$ cat config.mk
export PLATFORM = sky130hd
export DESIGN_NAME = branch_resolve_unit
export DESIGN_NICKNAME = d
export VERILOG_FILES = /design/src/rtl/branch_resolve_unit.sv
export SDC_FILE = /design/constraint.sdc
export NUM_CORES = 1
export LEC_CHECK = 0
export ABC_AREA = 0
export ABC_CLOCK_PERIOD_IN_PS = 2340
export CORE_UTILIZATION = 40
export DETAILED_ROUTE_END_ITERATION = 10
export GPL_TIMING_DRIVEN = 0
export PLACE_DENSITY = 0.72
export SETUP_SLACK_MARGIN = 0.15
export SLEW_MARGIN = 10
export SYNTH_ARGS = -nofsm -noshare
export SYNTH_HDL_FRONTEND = slang
export SYNTH_SLANG_ARGS = --single-unit
$ cat constraint.sdc
create_clock -name clk -period 2.34 [get_ports clk]
set_input_delay 0.234 -clock clk [delete_from_list [all_inputs] [get_ports clk]]
set_output_delay 0.234 -clock clk [all_outputs]
set_load 0.005 [all_outputs]
$ cat src/rtl/branch_resolve_unit.sv
// EX-stage branch resolution: evaluates RISC-V branch conditions from SUB flags,
// issues a handshaked fetch redirect, flushes younger stages and counts branches.
module branch_resolve_unit #(
    parameter int unsigned FLUSH_CYCLES = 2,
    parameter int unsigned CNT_W        = 32
) (
    input  logic             clk,
    input  logic             rst,
    input  logic             ex_valid,
    input  logic             ex_is_branch,
    input  logic             ex_is_jump,
    input  logic [2:0]       ex_funct3,
    input  logic [31:0]      ex_target,
    input  logic             n_flag,
    input  logic             z_flag,
    input  logic             c_flag,
    input  logic             v_flag,
    input  logic             redirect_ready,
    output logic             redirect_valid,
    output logic [31:0]      redirect_pc,
    output logic             flush_if_id,
    output logic             flush_id_ex,
    output logic             stall_ex,
    output logic             misalign_fault,
    output logic             illegal_branch,
    output logic [CNT_W-1:0] branch_cnt,
    output logic [CNT_W-1:0] taken_cnt
);

    typedef enum logic [1:0] {
        IDLE,
        REDIRECT,
        FLUSH
    } state_t;

    localparam logic [3:0]       FLUSH_LOAD = 4'(FLUSH_CYCLES - 1);
    localparam logic [CNT_W-1:0] CNT_ONE    = CNT_W'(1);

    state_t      state, state_next;
    logic [3:0]  cnt, cnt_next;
    logic [31:0] pc_next;
    logic        misalign_next, illegal_next;
    logic        br_inc, tk_inc;
    logic        cond, legal, aligned;

    // Flags come from rs1 - rs2; c is the unsigned borrow.
    always_comb begin
        cond  = 1'b0;
        legal = 1'b1;
        unique case (ex_funct3)
            3'b000:  cond = z_flag;
            3'b001:  cond = !z_flag;
            3'b100:  cond = n_flag ^ v_flag;
            3'b101:  cond = !(n_flag ^ v_flag);
            3'b110:  cond = c_flag;
            3'b111:  cond = !c_flag;
            default: legal = 1'b0;
        endcase
    end

    assign aligned = (ex_target[1:0] == 2'b00);

    // NOTE: every comb output gets a default first so no path leaves it unassigned (no latch).
    always_comb begin
        state_next    = state;
        cnt_next      = cnt;
        pc_next       = redirect_pc;
        misalign_next = 1'b0;
        illegal_next  = 1'b0;
        br_inc        = 1'b0;
        tk_inc        = 1'b0;
        unique case (state)
            IDLE: begin
                if (ex_valid && ex_is_jump) begin
                    if (aligned) begin
                        pc_next    = ex_target;
                        state_next = REDIRECT;
                    end else begin
                        misalign_next = 1'b1;
                    end
                end else if (ex_valid && ex_is_branch) begin
                    br_inc       = 1'b1;
                    illegal_next = !legal;
                    if (legal && cond) begin
                        tk_inc = 1'b1;
                        if (aligned) begin
                            pc_next    = ex_target;
                            state_next = REDIRECT;
                        end else begin
                            misalign_next = 1'b1;
                        end
                    end
                end
            end
            REDIRECT: begin
                if (redirect_ready) begin
                    if (FLUSH_CYCLES == 0) begin
                        state_next = IDLE;
                    end else begin
                        state_next = FLUSH;
                        cnt_next   = FLUSH_LOAD;
                    end
                end
            end
            FLUSH: begin
                if (cnt == 4'd0) state_next = IDLE;
                else             cnt_next   = cnt - 4'd1;
            end
            default: state_next = IDLE;
        endcase
    end

    // Outputs are registered copies of what the next state demands.
    // NOTE: sequential state uses non-blocking assignments so all registers update together.
    always_ff @(posedge clk) begin
        if (rst) begin
            state          <= IDLE;
            cnt            <= 4'd0;
            redirect_valid <= 1'b0;
            redirect_pc    <= 32'd0;
            flush_if_id    <= 1'b0;
            flush_id_ex    <= 1'b0;
            stall_ex       <= 1'b0;
            misalign_fault <= 1'b0;
            illegal_branch <= 1'b0;
            branch_cnt     <= '0;
            taken_cnt      <= '0;
        end else begin
            state          <= state_next;
            cnt            <= cnt_next;
            redirect_valid <= (state_next == REDIRECT);
            redirect_pc    <= pc_next;
            flush_if_id    <= (state_next != IDLE);
            flush_id_ex    <= (state_next != IDLE);
            stall_ex       <= (state_next != IDLE);
            misalign_fault <= misalign_next;
            illegal_branch <= illegal_next;
            if (br_inc && (branch_cnt != '1)) branch_cnt <= branch_cnt + CNT_ONE;
            if (tk_inc && (taken_cnt != '1))  taken_cnt  <= taken_cnt + CNT_ONE;
        end
    end

endmodule

Word-level counts from Yosys, hierarchy flattened
Index checks and enable logic that the tools add are counted.
Word-level totals
  register bits after elaboration: 106
  output and inout bits: 102
  word-level logic and storage cells: 76
  input port bits: 45
Operators by class
  reduce and logical (&&, ||, !) cells: 22
  eq/ne operators: 12
  multiplexer cells: 27
  add/subtract/negate cells: 3
  bitwise logic cells: 3
Operators by type and width (number)
  32-bit two-way mux: 4
  32-bit by 1-bit adder with 32-bit output (second input constant): 2
  32-bit != test (second input constant): 2
  3-bit == test (second input constant): 4
  1-bit two-way mux: 12
  2-bit two-way mux: 6
  4-bit two-way mux: 2
  4-bit one-hot mux with 2 select lines: 1
  2-bit nonzero test: 4
  1-bit one-hot mux with 6 select lines: 1
  2-bit one-hot mux with 3 select lines: 1
  3-bit AND reduction: 2
  6-bit OR reduction: 1
  1-bit logical AND: 5
  2-bit by 1-bit == test with 1-bit output (second input constant): 2
  1-bit logical NOT: 4
  2-bit logical NOT: 2
  4-bit logical NOT: 1
  2-bit != test (second input constant): 2
  4-bit OR reduction: 1
  4-bit by 1-bit subtractor with 4-bit output (second input constant): 1
  3-bit by 1-bit == test with 1-bit output (second input constant): 1
  3-bit logical NOT: 1
  2-bit == test (second input constant): 1
  other kinds (3): 4

Longest topological paths before layout
  word-level depth: 9
  gate-level depth with buffers: 8

Least setup slack after synthesis
No wires, ideal clock.
  path type: flip-flop to flip-flop
  start: reg taken_cnt[0]
  end: reg taken_cnt[1]
  arrival time: 2067 ps
  clock period less this slack: 2181 ps
  path slack: 159 ps
  data required time: 2225 ps
  cell stages (with the launch flop): 9
  setup time: 115 ps
  cell sequence: dfxtp_1 -> ha_1 -> nand2_1 -> or3_1 -> clkbuf_1 -> nor4_4 -> buf_2 -> nor3b_1 -> o21a_1
Between the ends
  word-level cells in the longest chain between the ends: 2
  elaborated cells on any way between the ends: 3
  classes of those cells: add/sub (1); eq/ne (1); reduce/logical (1)
RTL lines
  start: declaration: line 27  | output logic [CNT_W-1:0] taken_cnt
  start signal: assignment: line 139  | if (tk_inc && (taken_cnt != '1)) taken_cnt <= taken_cnt + CNT_ONE;
  branches (longest 2 deep; another with 32-bit by 1-bit adder with 32-bit output)
Parallel ways; which one is timed is not known.
A chain may end at the register's enable or synchronous reset.

Worst setup path after layout
  start: reg taken_cnt[0]
  end: reg taken_cnt[7]
The elaborated chain is that of the path after synthesis.

==> results by group <==
Floorplan
  • Number of placed I/O pins: 147
  • Core Footprint: 12200 um2
  • DIE HEIGHT: 115 um
  • Die X-Extent: 115 um
  • Number of rows created at floorplan: 40
  • Initial core utilization: 41.7%
  • Die area: 13200 um2

Pwr
  • Largest vdd supply drop: 0.000347 V
  • Sw Share: 22.9%
  • Power share of the clock group: 40.4%
  • Sequential power share: 49.6%
  • Switch Pwr: 0.000845 W
  • Power per cell area: 466 nW/um2
  • Cell-internal power: 0.00285 W
  • Gate power share: 9.9%
  • Total power: 0.00369 W
  • Total leakage power: 2.72 nW

CTS
  • Number of levels the H-tree was split into: 3
  • Clock Tree Buf Depth: 2
  • Clock sink total: 106
  • Clock root cell: sky130_fd_sc_hd__clkbuf_16
  • Total clock buffers created by CTS: 9
  • Clock latency of the later-clocked register in the worst-skew pair: 350 ps
  • TritonCTS clock tree: yes
  • Clock transition at the registers of the reported paths: 70 ps

Cells and area
  • Total Nets Final: 841
  • Fraction of final layout cells with drive strength greater than 1: 18.8%
  • Layout overhead on the synthesized area: 55.6%
  • Number of inserted diodes: 0
  • Layout Cells excl Fill: 965

Yosys
  • Number of synthesized flops with an enable pin: 0
  • Library cell occupying the most area in the post-synthesis netlist: sky130_fd_sc_hd__dfxtp_1
  • Yosys warns: 0
  • Dominant cell by count in the synthesized netlist: sky130_fd_sc_hd__dfxtp_1
  • Mapped Cells: 585
  • Distinct cells, synth: 59
  • Synthesized net count: 634
  • Post-Synthesis Mean Instance Area: 8.70 um2
  • Yosys top cell area share: 41.7%
  • Prevailing post-synth register cell: sky130_fd_sc_hd__dfxtp_1
  • Sequential area share after synthesis: 41.7%
  • Most frequent cells after synthesis: 106 x sky130_fd_sc_hd__dfxtp_1, 86 x sky130_fd_sc_hd__nand2_1, 42 x sky130_fd_sc_hd__a21oi_1
  • Post-synthesis instance area: 5090 um2
  • Proportion of synthesized flip-flops having asynchronous set or reset: 0%
  • Flip-flop and latch count after synthesis: 106
  • Synth area leaders: sky130_fd_sc_hd__dfxtp_1 42%, sky130_fd_sc_hd__nand2_1 6.3%, sky130_fd_sc_hd__mux2i_1 6.1%, sky130_fd_sc_hd__a21oi_1 4.1%, sky130_fd_sc_hd__or3_1 3.7%

Global route
  • Antenna violations before repair: 0
  • Global routing met1 resource utilization: 26.8%
  • Combined global-route utilization of all metal layers: 23.8%
  • Largest net degree at the start of global routing: 16
  • GRT met3 Usage: 6.54%
  • Met2 usage: 43.4%
  • Global-route wire length before repair: 24.8 mm
  • Leftover overflow at the end of global routing: 0
  • Number of global-route vias before repair: 5188
  • Layer carrying the most global-route usage: met2

Setup path
  • Required time at the endpoint of the critical path: 2580 ps
  • Type of origin of the critical path: register
  • Critical-path maximum fanout: 5
  • Endpoint of the worst register-to-register path: taken_cnt[7]
  • Class of the most critical setup path: reg -> reg
  • Critical path capture point type: register
  • Critical register-to-register path startpoint: taken_cnt[0]
  • Depth of the most critical reg-to-reg path: 8
  • Data arrival time of the worst path: 2490 ps
  • Internal reg-to-reg setup slack: 90 ps

STA
  • Slew HR: 59.1%
  • Final setup violation count: 0
  • RSZ-0062 raised after global routing: yes
  • Timing-limited maximum frequency: 444 MHz
  • Slew at the pin closest to its max-slew limit: 613 ps
  • Clock Skews: 5.86 ps
  • Total count of max-transition violations in the final report: 0
  • Time the final worst path needs with I/O delays and setup: 2250 ps
  • Final-report hold violation count: 0
  • Share of the cycle needed by the critical path after routing: 96.3%

Route
  • Post-route antenna net violation count: 0
  • Drt via density: 5.56
  • Initial DRC count: 255
  • First-pass detailed-route iteration total: 5
  • DR DRC count: 0
  • Detailed Route WL: 16.1 mm
  • Via count: 5368
  • Routed WL per cell: 16.7 um

Placement
  • Instance count after placement with tap cells included: 898
  • HPWL after DPL: 10.7 mm
  • Port buffer count: 145
  • Final GP Congestion: 0.883

Min path
  • Endpoint of the worst hold path: redirect_pc[20]
  • Worst hold path stage count: 3
  • Startpoint of the tightest hold check path: ex_target[20]
  • Class of the worst hold path: in -> reg

Outcome
  • Result of the run: completed

Flow run
  • Max-cap viol count: 0
[cell families after synthesis]
family | count (synthesis) | synth area share, %
and+or+nand+nor | 260 | 27.6
adders and majority gates | 4 | 0.983
AOI/OAI and AO/OA | 116 | 14.4
DFF | 106 | 41.7
xor gates and xnor gates | 14 | 2.70
muxes | 39 | 7.87
buffers and inverters | 46 | 4.72
[critical path: stages, from the launching register on]
cell,delay (ps)
sky130_fd_sc_hd__dfxtp_4,380
sky130_fd_sc_hd__ha_4,160
sky130_fd_sc_hd__nand2_2,130
sky130_fd_sc_hd__or3_4,420
sky130_fd_sc_hd__buf_4,180
sky130_fd_sc_hd__nor4_4,300
sky130_fd_sc_hd__buf_4,210
sky130_fd_sc_hd__nor4_1,50
sky130_fd_sc_hd__mux2_2,300
[sequential cells by signal, indices dropped and copies added (netlist names)]
name	cells
illegal_branch	1
cnt	4
state	2
redirect_valid	1
misalign_fault	1
redirect_pc	32
taken_cnt	32
stall_ex	1
branch_cnt	32
[through the flow]
stage          setup TNS, ps  worst slack [ps]  utilization, %  hold WS, ps  cell area (um2)
2_1_floorplan              0               159               -          376             5090
3_3_place_gp          -28850              -511            55.3          443             6750
3_5_place_dp          -32490              -564            55.3          451             6750
4_1_cts                    0               130            61.1          430             7460
5_1_grt                    0              3.24            64.8          431             7920
6_report                   0              87.7            64.8          438             7920
[power groups by stage]
stage               Clock (W)  Sequential [W]  Combinational, W
finish                0.00149         0.00183          0.000367
global route          0.00161         0.00183          0.000389
CTS                   0.00153         0.00184          0.000315
detailed placement          0         0.00188          0.000285
global placement            0         0.00188          0.000278
floorplan                   0         0.00188          0.000125
[cell type report]
type | count | area (um2)
Buffer | 29 | 213
Clock buffer | 13 | 240
Clock inverter | 3 | 40.0
Fill cell | 995 | 4290
Inverter | 17 | 63.8
Multi-Input combinational cell | 434 | 3090
Sequential cell | 106 | 2150
Tap cell | 168 | 210
Timing Repair Buffer | 195 | 1910
[per-layer routing]
| layer | up-vias | part of all wire (%) |
|---|---|---|
| li1 | 2550 | - |
| met5 | - | 0 |
| met3 | 25 | 6.4 |
| met2 | 177 | 52 |
| met1 | 2616 | 40 |
| met4 | 0 | 1.5 |
[worst max path at each step]
| stage | start | to | slack [ps] |
|---|---|---|---|
| 6_report | taken_cnt[0] | taken_cnt[7] | 90 |
| 3_3_place_gp | ex_valid | taken_cnt[6] | -510 |
| 4_1_cts | state[0] | taken_cnt[30] | 130 |
| 5_1_grt | taken_cnt[0] | taken_cnt[5] | 3 |
| 2_1_floorplan | taken_cnt[0] | taken_cnt[1] | 160 |
| 3_5_place_dp | ex_valid | taken_cnt[6] | -560 |
[repair_timing]
| item | CTS | global route |
|---|---|---|
| endpoints found under the hold margin | 0 | 0 |
| gates resized for setup | 37 | 65 |
| setup buffers | 29 | 18 |
| cloned | 0 | 4 |
| setup endpoints to repair | 88 | 83 |
| pin swaps | 12 | 24 |
| hold buffers | 0 | 0 |
[layout by cell type, fill, tap and decap left out, types with 5 or more instances in the layout]
master / synthesis / final
sky130_fd_sc_hd__clkdlybuf4s50_1: 0 / 143
sky130_fd_sc_hd__dfxtp_1: 106 / 91
sky130_fd_sc_hd__nand2_1: 86 / 85
sky130_fd_sc_hd__buf_4: 2 / 42
sky130_fd_sc_hd__a21oi_1: 42 / 38
sky130_fd_sc_hd__nor2_1: 34 / 34
sky130_fd_sc_hd__o21ai_0: 30 / 30
sky130_fd_sc_hd__mux2i_1: 31 / 29
sky130_fd_sc_hd__or3_1: 30 / 27
sky130_fd_sc_hd__clkbuf_1: 19 / 20
sky130_fd_sc_hd__inv_1: 17 / 17
sky130_fd_sc_hd__nand4_1: 16 / 16
sky130_fd_sc_hd__nand3_1: 18 / 16
sky130_fd_sc_hd__o31ai_1: 16 / 15
sky130_fd_sc_hd__dfxtp_2: 0 / 12
sky130_fd_sc_hd__or4_1: 14 / 11
sky130_fd_sc_hd__clkbuf_16: 0 / 11
sky130_fd_sc_hd__buf_6: 1 / 10
sky130_fd_sc_hd__xor2_1: 10 / 10
sky130_fd_sc_hd__nor2b_1: 8 / 8
sky130_fd_sc_hd__mux2_2: 8 / 8
sky130_fd_sc_hd__and4_1: 7 / 7
sky130_fd_sc_hd__nor4_4: 2 / 7
sky130_fd_sc_hd__and2_1: 6 / 6
sky130_fd_sc_hd__buf_12: 3 / 5
sky130_fd_sc_hd__o21a_1: 5 / 5
(Power assumes the default switching activity.)
